File: src/rtl/alu_pkg.sv
// Shared definitions for the bit-serial ALU sequencer: slice op codes and FSM state encoding.
package alu_pkg;

    // 3-bit select codes understood by the external 1-bit ALU slice
    localparam logic [2:0] OP_MOV  = 3'b000;
    localparam logic [2:0] OP_NOT  = 3'b001;
    localparam logic [2:0] OP_ADD  = 3'b010;
    localparam logic [2:0] OP_NOR  = 3'b011;
    localparam logic [2:0] OP_SUB  = 3'b100;
    localparam logic [2:0] OP_NAND = 3'b101;
    localparam logic [2:0] OP_AND  = 3'b110;
    localparam logic [2:0] OP_SLT  = 3'b111;

    typedef enum logic [1:0] {
        ST_IDLE = 2'd0,
        ST_RUN  = 2'd1,
        ST_DONE = 2'd2
    } state_e;

    // Ops that run the slice as a subtractor (carry-in of 1 on bit 0)
    function automatic logic op_uses_sub(input logic [2:0] op);
        return (op == OP_SUB) || (op == OP_SLT);
    endfunction

    // Ops whose carry/overflow flags are meaningful
    function automatic logic op_is_arith(input logic [2:0] op);
        return (op == OP_ADD) || (op == OP_SUB) || (op == OP_SLT);
    endfunction

    // SLT borrows the slice's subtract path; its own SLT code is never issued
    function automatic logic [2:0] slice_code(input logic [2:0] op);
        return (op == OP_SLT) ? OP_SUB : op;
    endfunction

endpackage

File: src/rtl/alu_serial_ctrl.sv
// Bit-serial sequencer that drives a shared 1-bit ALU slice LSB first and
// assembles the WIDTH-bit result plus carry/overflow/zero flags.
module alu_serial_ctrl
    import alu_pkg::*;
#(
    parameter  int WIDTH = 8,
    localparam int CNT_W = $clog2(WIDTH)
) (
    input  logic             clk,
    input  logic             rst,
    input  logic             start,
    input  logic [2:0]       op,
    input  logic [WIDTH-1:0] a,
    input  logic [WIDTH-1:0] b,
    output logic             busy,
    output logic             done,
    output logic [WIDTH-1:0] result,
    output logic             carry,
    output logic             overflow,
    output logic             zero,
    output logic             slice_a,
    output logic             slice_b,
    output logic             slice_cin,
    output logic [2:0]       slice_sel,
    input  logic             slice_out,
    input  logic             slice_cout
);

    localparam logic [CNT_W-1:0] LAST_BIT = CNT_W'(WIDTH - 1);

    state_e           state_q, state_d;
    logic [2:0]       op_q, op_d;
    logic [2:0]       sel_q, sel_d;
    logic [WIDTH-1:0] a_sh_q, a_sh_d;
    logic [WIDTH-1:0] b_sh_q, b_sh_d;
    logic [WIDTH-1:0] res_sh_q, res_sh_d;
    logic [CNT_W-1:0] cnt_q, cnt_d;
    logic             cy_q, cy_d;
    logic [WIDTH-1:0] result_q, result_d;
    logic             carry_q, carry_d;
    logic             ovf_q, ovf_d;
    logic             zero_q, zero_d;
    logic             run;
    logic             cin;
    logic             ovf_now;

    // Carry into the slice: forced on bit 0 (1 for subtract), chained afterwards
    always_comb begin
        run     = (state_q == ST_RUN);
        cin     = (cnt_q == '0) ? op_uses_sub(op_q) : cy_q;
        // On the MSB cycle cy_q is the carry into the MSB, so this is signed overflow
        ovf_now = op_is_arith(op_q) & (cy_q ^ slice_cout);
    end

    // Next-state and datapath update for the IDLE/RUN/DONE sequencer
    always_comb begin
        // NOTE: every target gets a default first so no path leaves it unassigned (no latches).
        state_d  = state_q;
        op_d     = op_q;
        sel_d    = sel_q;
        a_sh_d   = a_sh_q;
        b_sh_d   = b_sh_q;
        res_sh_d = res_sh_q;
        cnt_d    = cnt_q;
        cy_d     = cy_q;
        result_d = result_q;
        carry_d  = carry_q;
        ovf_d    = ovf_q;
        zero_d   = zero_q;

        unique case (state_q)
            ST_IDLE, ST_DONE: begin
                state_d = ST_IDLE;
                if (start) begin
                    state_d  = ST_RUN;
                    op_d     = op;
                    sel_d    = slice_code(op);
                    a_sh_d   = a;
                    b_sh_d   = b;
                    res_sh_d = '0;
                    cnt_d    = '0;
                    cy_d     = 1'b0;
                end
            end
            ST_RUN: begin
                res_sh_d = {slice_out, res_sh_q[WIDTH-1:1]};
                cy_d     = slice_cout;
                a_sh_d   = a_sh_q >> 1;
                b_sh_d   = b_sh_q >> 1;
                cnt_d    = cnt_q + CNT_W'(1);
                if (cnt_q == LAST_BIT) begin
                    state_d  = ST_DONE;
                    ovf_d    = ovf_now;
                    carry_d  = op_is_arith(op_q) & slice_cout;
                    result_d = (op_q == OP_SLT)
                             ? {{(WIDTH-1){1'b0}}, slice_out ^ ovf_now}
                             : res_sh_d;
                    zero_d   = (result_d == '0);
                end
            end
            default: state_d = ST_IDLE;
        endcase
    end

    // State and datapath registers; reset clears everything including slice select
    always_ff @(posedge clk or posedge rst) begin
        if (rst) begin
            state_q  <= ST_IDLE;
            op_q     <= '0;
            sel_q    <= '0;
            a_sh_q   <= '0;
            b_sh_q   <= '0;
            res_sh_q <= '0;
            cnt_q    <= '0;
            cy_q     <= 1'b0;
            result_q <= '0;
            carry_q  <= 1'b0;
            ovf_q    <= 1'b0;
            zero_q   <= 1'b0;
        end else begin
            // NOTE: non-blocking updates so every register samples the pre-edge values.
            state_q  <= state_d;
            op_q     <= op_d;
            sel_q    <= sel_d;
            a_sh_q   <= a_sh_d;
            b_sh_q   <= b_sh_d;
            res_sh_q <= res_sh_d;
            cnt_q    <= cnt_d;
            cy_q     <= cy_d;
            result_q <= result_d;
            carry_q  <= carry_d;
            ovf_q    <= ovf_d;
            zero_q   <= zero_d;
        end
    end

    assign busy      = run;
    assign done      = (state_q == ST_DONE);
    assign result    = result_q;
    assign carry     = carry_q;
    assign overflow  = ovf_q;
    assign zero      = zero_q;
    assign slice_a   = run & a_sh_q[0];
    assign slice_b   = run & b_sh_q[0];
    assign slice_cin = run & cin;
    assign slice_sel = sel_q;

endmodule

File: config.mk
export PLATFORM = sky130hd
export DESIGN_NAME = alu_serial_ctrl
export DESIGN_NICKNAME = d
export VERILOG_FILES = /design/src/rtl/alu_pkg.sv /design/src/rtl/alu_serial_ctrl.sv
export SDC_FILE = /design/constraint.sdc
export NUM_CORES = 1
export LEC_CHECK = 0
export ABC_CLOCK_PERIOD_IN_PS = 1900
export BUFFER_PORTS_ARGS = -buffer_cell sky130_fd_sc_hd__buf_4
export CORE_MARGIN = 4
export CORE_UTILIZATION = 30
export DETAILED_ROUTE_END_ITERATION = 8
export GPL_TIMING_DRIVEN = 0
export PLACE_DENSITY = 0.61
export SLEW_MARGIN = 20
export SYNTH_ARGS = -nofsm -noshare
export SYNTH_HDL_FRONTEND = slang
export SYNTH_SLANG_ARGS = --single-unit
File: constraint.sdc
create_clock -name clk -period 1.9 [get_ports clk]
set_input_delay 0.38 -clock clk [delete_from_list [all_inputs] [get_ports clk]]
set_output_delay 0.38 -clock clk [all_outputs]
set_load 0.005 [all_outputs]
==> flow_summary.html <==
<table>
<tr><th>Metric</th><th>Value</th></tr>
<tr><th colspan="2">Outcome</th></tr>
<tr><td>Run status</td><td>completed</td></tr>
<tr><th colspan="2">Clock tree</th></tr>
<tr><td>Root Buffer Master</td><td>sky130_fd_sc_hd__clkbuf_8</td></tr>
<tr><td>Clock-pin slew of the registers on the worst-case setup and hold paths</td><td>0.08 ns</td></tr>
<tr><td>Clock latency of the later-clocked register in the worst-skew pair</td><td>0.30 ns</td></tr>
<tr><td>Number of clock sinks</td><td>46</td></tr>
<tr><td>Clock tree from TritonCTS</td><td>yes</td></tr>
<tr><td>Hold Buf Count CTS</td><td>0</td></tr>
<tr><td>CTS buffer count</td><td>5</td></tr>
<tr><td>Maximum clock path buffer count</td><td>2</td></tr>
<tr><td>Htree depth</td><td>2</td></tr>
<tr><th colspan="2">STA</th></tr>
<tr><td>Max Clk Rate</td><td>0.549 GHz</td></tr>
<tr><td>Worst slew pin tran</td><td>0.589 ns</td></tr>
<tr><td>Number of slew-limit violations in the final report</td><td>0</td></tr>
<tr><td>Final hold violations</td><td>0</td></tr>
<tr><td>Unrepaired setup endpoints after global routing</td><td>no</td></tr>
<tr><td>Aggregate negative setup slack</td><td>0 ns</td></tr>
<tr><td>Final worst clock skew</td><td>0.00624 ns</td></tr>
<tr><td>Min cycle time layout</td><td>1.82 ns</td></tr>
<tr><td>Slew headroom</td><td>60.7%</td></tr>
<tr><td>Final period utilization</td><td>95.8%</td></tr>
<tr><td>Total of endpoints with negative setup slack in the final report</td><td>0</td></tr>
<tr><td>Worst setup slack after layout</td><td>0.0801 ns</td></tr>
<tr><th colspan="2">Synth</th></tr>
<tr><td>Synth Register Bits</td><td>46</td></tr>
<tr><td>Leading post-synthesis cells by cell area</td><td>sky130_fd_sc_hd__dfrtp_1 57%, sky130_fd_sc_hd__a22o_1 8.7%, sky130_fd_sc_hd__nand2_1 3.7%</td></tr>
<tr><td>Mapped Nets</td><td>207</td></tr>
<tr><td>Synthesized instance count</td><td>180</td></tr>
<tr><td>Synthesized area per cell</td><td>11.2 um^2</td></tr>
<tr><td>Top cell type's share of synthesized area</td><td>57.0%</td></tr>
<tr><td>Netlist cell types</td><td>33</td></tr>
<tr><td>Sequential cell area fraction in the yosys report</td><td>57.0%</td></tr>
<tr><td>Total standard cell area after synthesis</td><td>2020 um^2</td></tr>
<tr><td>Synth warn</td><td>0</td></tr>
<tr><td>Biggest area consumer among synthesized cells</td><td>sky130_fd_sc_hd__dfrtp_1</td></tr>
<tr><th colspan="2">Critical path</th></tr>
<tr><td>Slowest stage delay, CP</td><td>0.38 ns</td></tr>
<tr><td>CP Cell Sequence</td><td>nand2b_2 &gt; buf_6 &gt; buf_6 &gt; a21oi_2 &gt; buf_4</td></tr>
<tr><td>Data arrival at the endpoint of the critical path</td><td>1.44 ns</td></tr>
<tr><td>CP max stage cell</td><td>sky130_fd_sc_hd__dfrtp_1</td></tr>
<tr><td>Cell seen most often among critical-path stages</td><td>sky130_fd_sc_hd__buf_6</td></tr>
<tr><td>Setup crit end kind</td><td>output pin</td></tr>
<tr><td>Cell family with most CP delay</td><td>buffers and inverters</td></tr>
<tr><td>Req. time, crit path</td><td>1.52 ns</td></tr>
<tr><td>Setup CP Type</td><td>flip-flop to output pin</td></tr>
<tr><td>Critical path fanouts, max</td><td>10</td></tr>
<tr><td>Worst reg-to-reg setup slack</td><td>0.38 ns</td></tr>
<tr><td>Startpoint type of the worst setup path</td><td>flip-flop</td></tr>
<tr><td>WP buf/inv</td><td>3</td></tr>
<tr><th colspan="2">Detailed routing</th></tr>
<tr><td>Routed wirelength normalized by instance count</td><td>14.7 um</td></tr>
<tr><td>DRC violation count after routing</td><td>0</td></tr>
<tr><td>Vias per std cell</td><td>5.04</td></tr>
<tr><td>Via count</td><td>1541</td></tr>
<tr><td>Remaining number of nets flagged by the antenna check after routing</td><td>0</td></tr>
<tr><td>Total iterations of the first detailed-routing run</td><td>4</td></tr>
<tr><td>Aggregate routed wire length</td><td>4510 um</td></tr>
<tr><td>Drt first-iter violations</td><td>48</td></tr>
<tr><th colspan="2">Pwr</th></tr>
<tr><td>Max VDD drop</td><td>451 uV</td></tr>
<tr><td>Static Leak</td><td>1.21 nW</td></tr>
<tr><td>PD cells</td><td>1650 nW/um^2</td></tr>
<tr><th colspan="2">Place</th></tr>
<tr><td>GPL Wtd Cong</td><td>0.786</td></tr>
<tr><td>Count of input and output buffers</td><td>42</td></tr>
<tr><td>Setup slack at placement</td><td>0.340 ns</td></tr>
<tr><td>HPWL after detailed placement</td><td>3260 um</td></tr>
<tr><th colspan="2">GRT</th></tr>
<tr><td>First-pass GRT wire length</td><td>7520 um</td></tr>
<tr><td>Largest net degree at the start of global routing</td><td>27</td></tr>
<tr><td>Initial antenna violation count</td><td>0</td></tr>
<tr><td>Via count of the first global-routing pass</td><td>1525</td></tr>
<tr><td>Total gr overflow</td><td>0</td></tr>
<tr><td>Global routing usage summed across all routing layers</td><td>11.6%</td></tr>
<tr><th colspan="2">Die</th></tr>
<tr><td>Number of placed I/O pins</td><td>43</td></tr>
<tr><td>Die Y</td><td>90.0 um</td></tr>
<tr><td>Die X-Extent</td><td>90.0 um</td></tr>
<tr><td>Initial Utilization</td><td>31.2%</td></tr>
<tr><td>Core region area</td><td>6460 um^2</td></tr>
<tr><td>DIE AREA</td><td>8100 um^2</td></tr>
<tr><td># rows</td><td>29</td></tr>
<tr><th colspan="2">Finish</th></tr>
<tr><td>Count of nets after finishing</td><td>256</td></tr>
<tr><td>Layout-stage area growth over the synthesis result</td><td>26.2%</td></tr>
<tr><td>Fraction of layout instances using a drive strength above 1</td><td>33.2%</td></tr>
<tr><td>Count of fill cells added during filler insertion</td><td>654</td></tr>
<tr><td>Number of diodes</td><td>0</td></tr>
<tr><th colspan="2">Worst hold path</th></tr>
<tr><td>Hold/Removal Path Class</td><td>input pin to asynchronous set/reset pin</td></tr>
<tr><th colspan="2">Job</th></tr>
<tr><td>Max-cap check violation count</td><td>0</td></tr>
</table>
[layer usage]
layer | wire length (um) | global-route usage [%] | up-vias
li1 | - | - | 746
met1 | 2140 | 15.3 | 749
met2 | 2080 | 17.9 | 40
met3 | 230 | 3.92 | 6
met4 | 62 | 3.83 | 0
met5 | 0 | 0 | -
[what timing repair did]
action	CTS	global route
setup endpoints to repair	1	3
endpoints found under the hold margin	0	0
gates resized for setup	1	3
setup buffers	0	0
[cell usage in the layout (no fill, tap or decap), drive strengths merged]
| cell | n |
|---|---|
| buf | 52 |
| dfrtp | 46 |
| a22o | 20 |
| nand2 | 20 |
| nor2 | 17 |
| nor3 | 14 |
| o22ai | 14 |
| inv | 6 |
| nand3 | 5 |
| clkbuf | 5 |
| a21oi | 4 |
| o21ai | 4 |
| ha | 3 |
| clkinv | 3 |
| a31oi | 2 |
| nand2b | 2 |
| nor2b | 2 |
| xnor2 | 2 |
| nor4 | 1 |
| nand3b | 1 |
| and3 | 1 |
| xnor3 | 1 |
| nor3b | 1 |
| o31ai | 1 |
| and2 | 1 |
| nand4b | 1 |
[layout make-up]
class / count / area, um^2 / share of cell area (%)
clock inverter: 2 / 10.0 / 0.393
clock buffer: 5 / 68.8 / 2.70
timing repair buffer: 43 / 343 / 13.5
tap: 77 / 96.3 / 3.78
buffer: 9 / 73.8 / 2.90
sequential: 46 / 1150 / 45.3
multi-input combinational: 117 / 771 / 30.3
inverter: 7 / 31.3 / 1.23
[per-stage QoR]
stage	cell area (um^2)	power (W)	hold slack [ns]	utilization, %	instances
4_1_cts	2540	0.00424	0.157	39.3	307
3_5_place_dp	2460	0.00364	0.466	38.0	300
5_1_grt	2550	0.00457	0.172	39.4	306
6_report	2550	0.00420	0.141	39.4	306
3_3_place_gp	2430	0.00359	0.456	37.6	299
2_1_floorplan	2020	0.00298	0.462	-	180
[state kept, by name, summed over array words and instances (netlist names)]
register   flops
overflow       1
result         8
cy_q           1
zero           1
slice_sel      3
cnt_q          3
b_sh_q         8
op_q           3
state_q        2
res_sh_q       7
carry          1
a_sh_q         8
[synthesized netlist by cell type (all sizes together)]
cell type and n:
nand2 20, nor3 14, nor2 17, o21ai 4, nand3b 1, nand3 5, nor2b 2, o31ai 1
and3 1, and2 1, clkinv 1, xnor3 1, nor3b 1, xnor2 2, nor4 1, inv 6
o22ai 14, buf 10, a31oi 2, a22o 20, dfrtp 46, ha 3, nand4b 1, nand2b 2
a21oi 4
[worst reg2reg max path: stages (launching register included)]
cell,delay [ns]
sky130_fd_sc_hd__dfrtp_1,0.40
sky130_fd_sc_hd__ha_1,0.17
sky130_fd_sc_hd__ha_1,0.24
sky130_fd_sc_hd__nand3b_2,0.17
sky130_fd_sc_hd__buf_4,0.21
sky130_fd_sc_hd__a22o_1,0.23
[cells by family (layout without fill, tap and decap cells)]
kind of cell	count (synthesis)	count (layout)	synth area share, %
XOR/XNOR	3	3	1.98
buffers and inverters	17	66	5.46
AND/OR/NAND/NOR	66	66	15.9
AO/OA/AOI/OAI	45	45	17.8
flip-flops	46	46	57.0
adder cells (fa/ha/maj)	3	3	1.86
[report_power, final]
group | internal, W | total [W] | switching, W | leakage, nW
Sequential | 0.00144 | 0.00178 | 0.000346 | 0.570
Combinational | 0.000982 | 0.00184 | 0.000854 | 0.592
Clock | 0.000248 | 0.000582 | 0.000335 | 0.0438
Total | 0.00267 | 0.00420 | 0.00154 | 1.21
[path summary, 6_finish.rpt]
kind	cells past startpoint	to	from
setup / recovery	5	slice_cin	state_q[1]
hold / removal	2	result[2]	rst
setup reg to reg	5	result[7]	cnt_q[0]
hold reg to reg	2	slice_sel[0]	slice_sel[0]
max in group asynchronous	3	state_q[0]	rst
min in group clk	3	op_q[1]	op[1]
(Power assumes the default switching activity.)
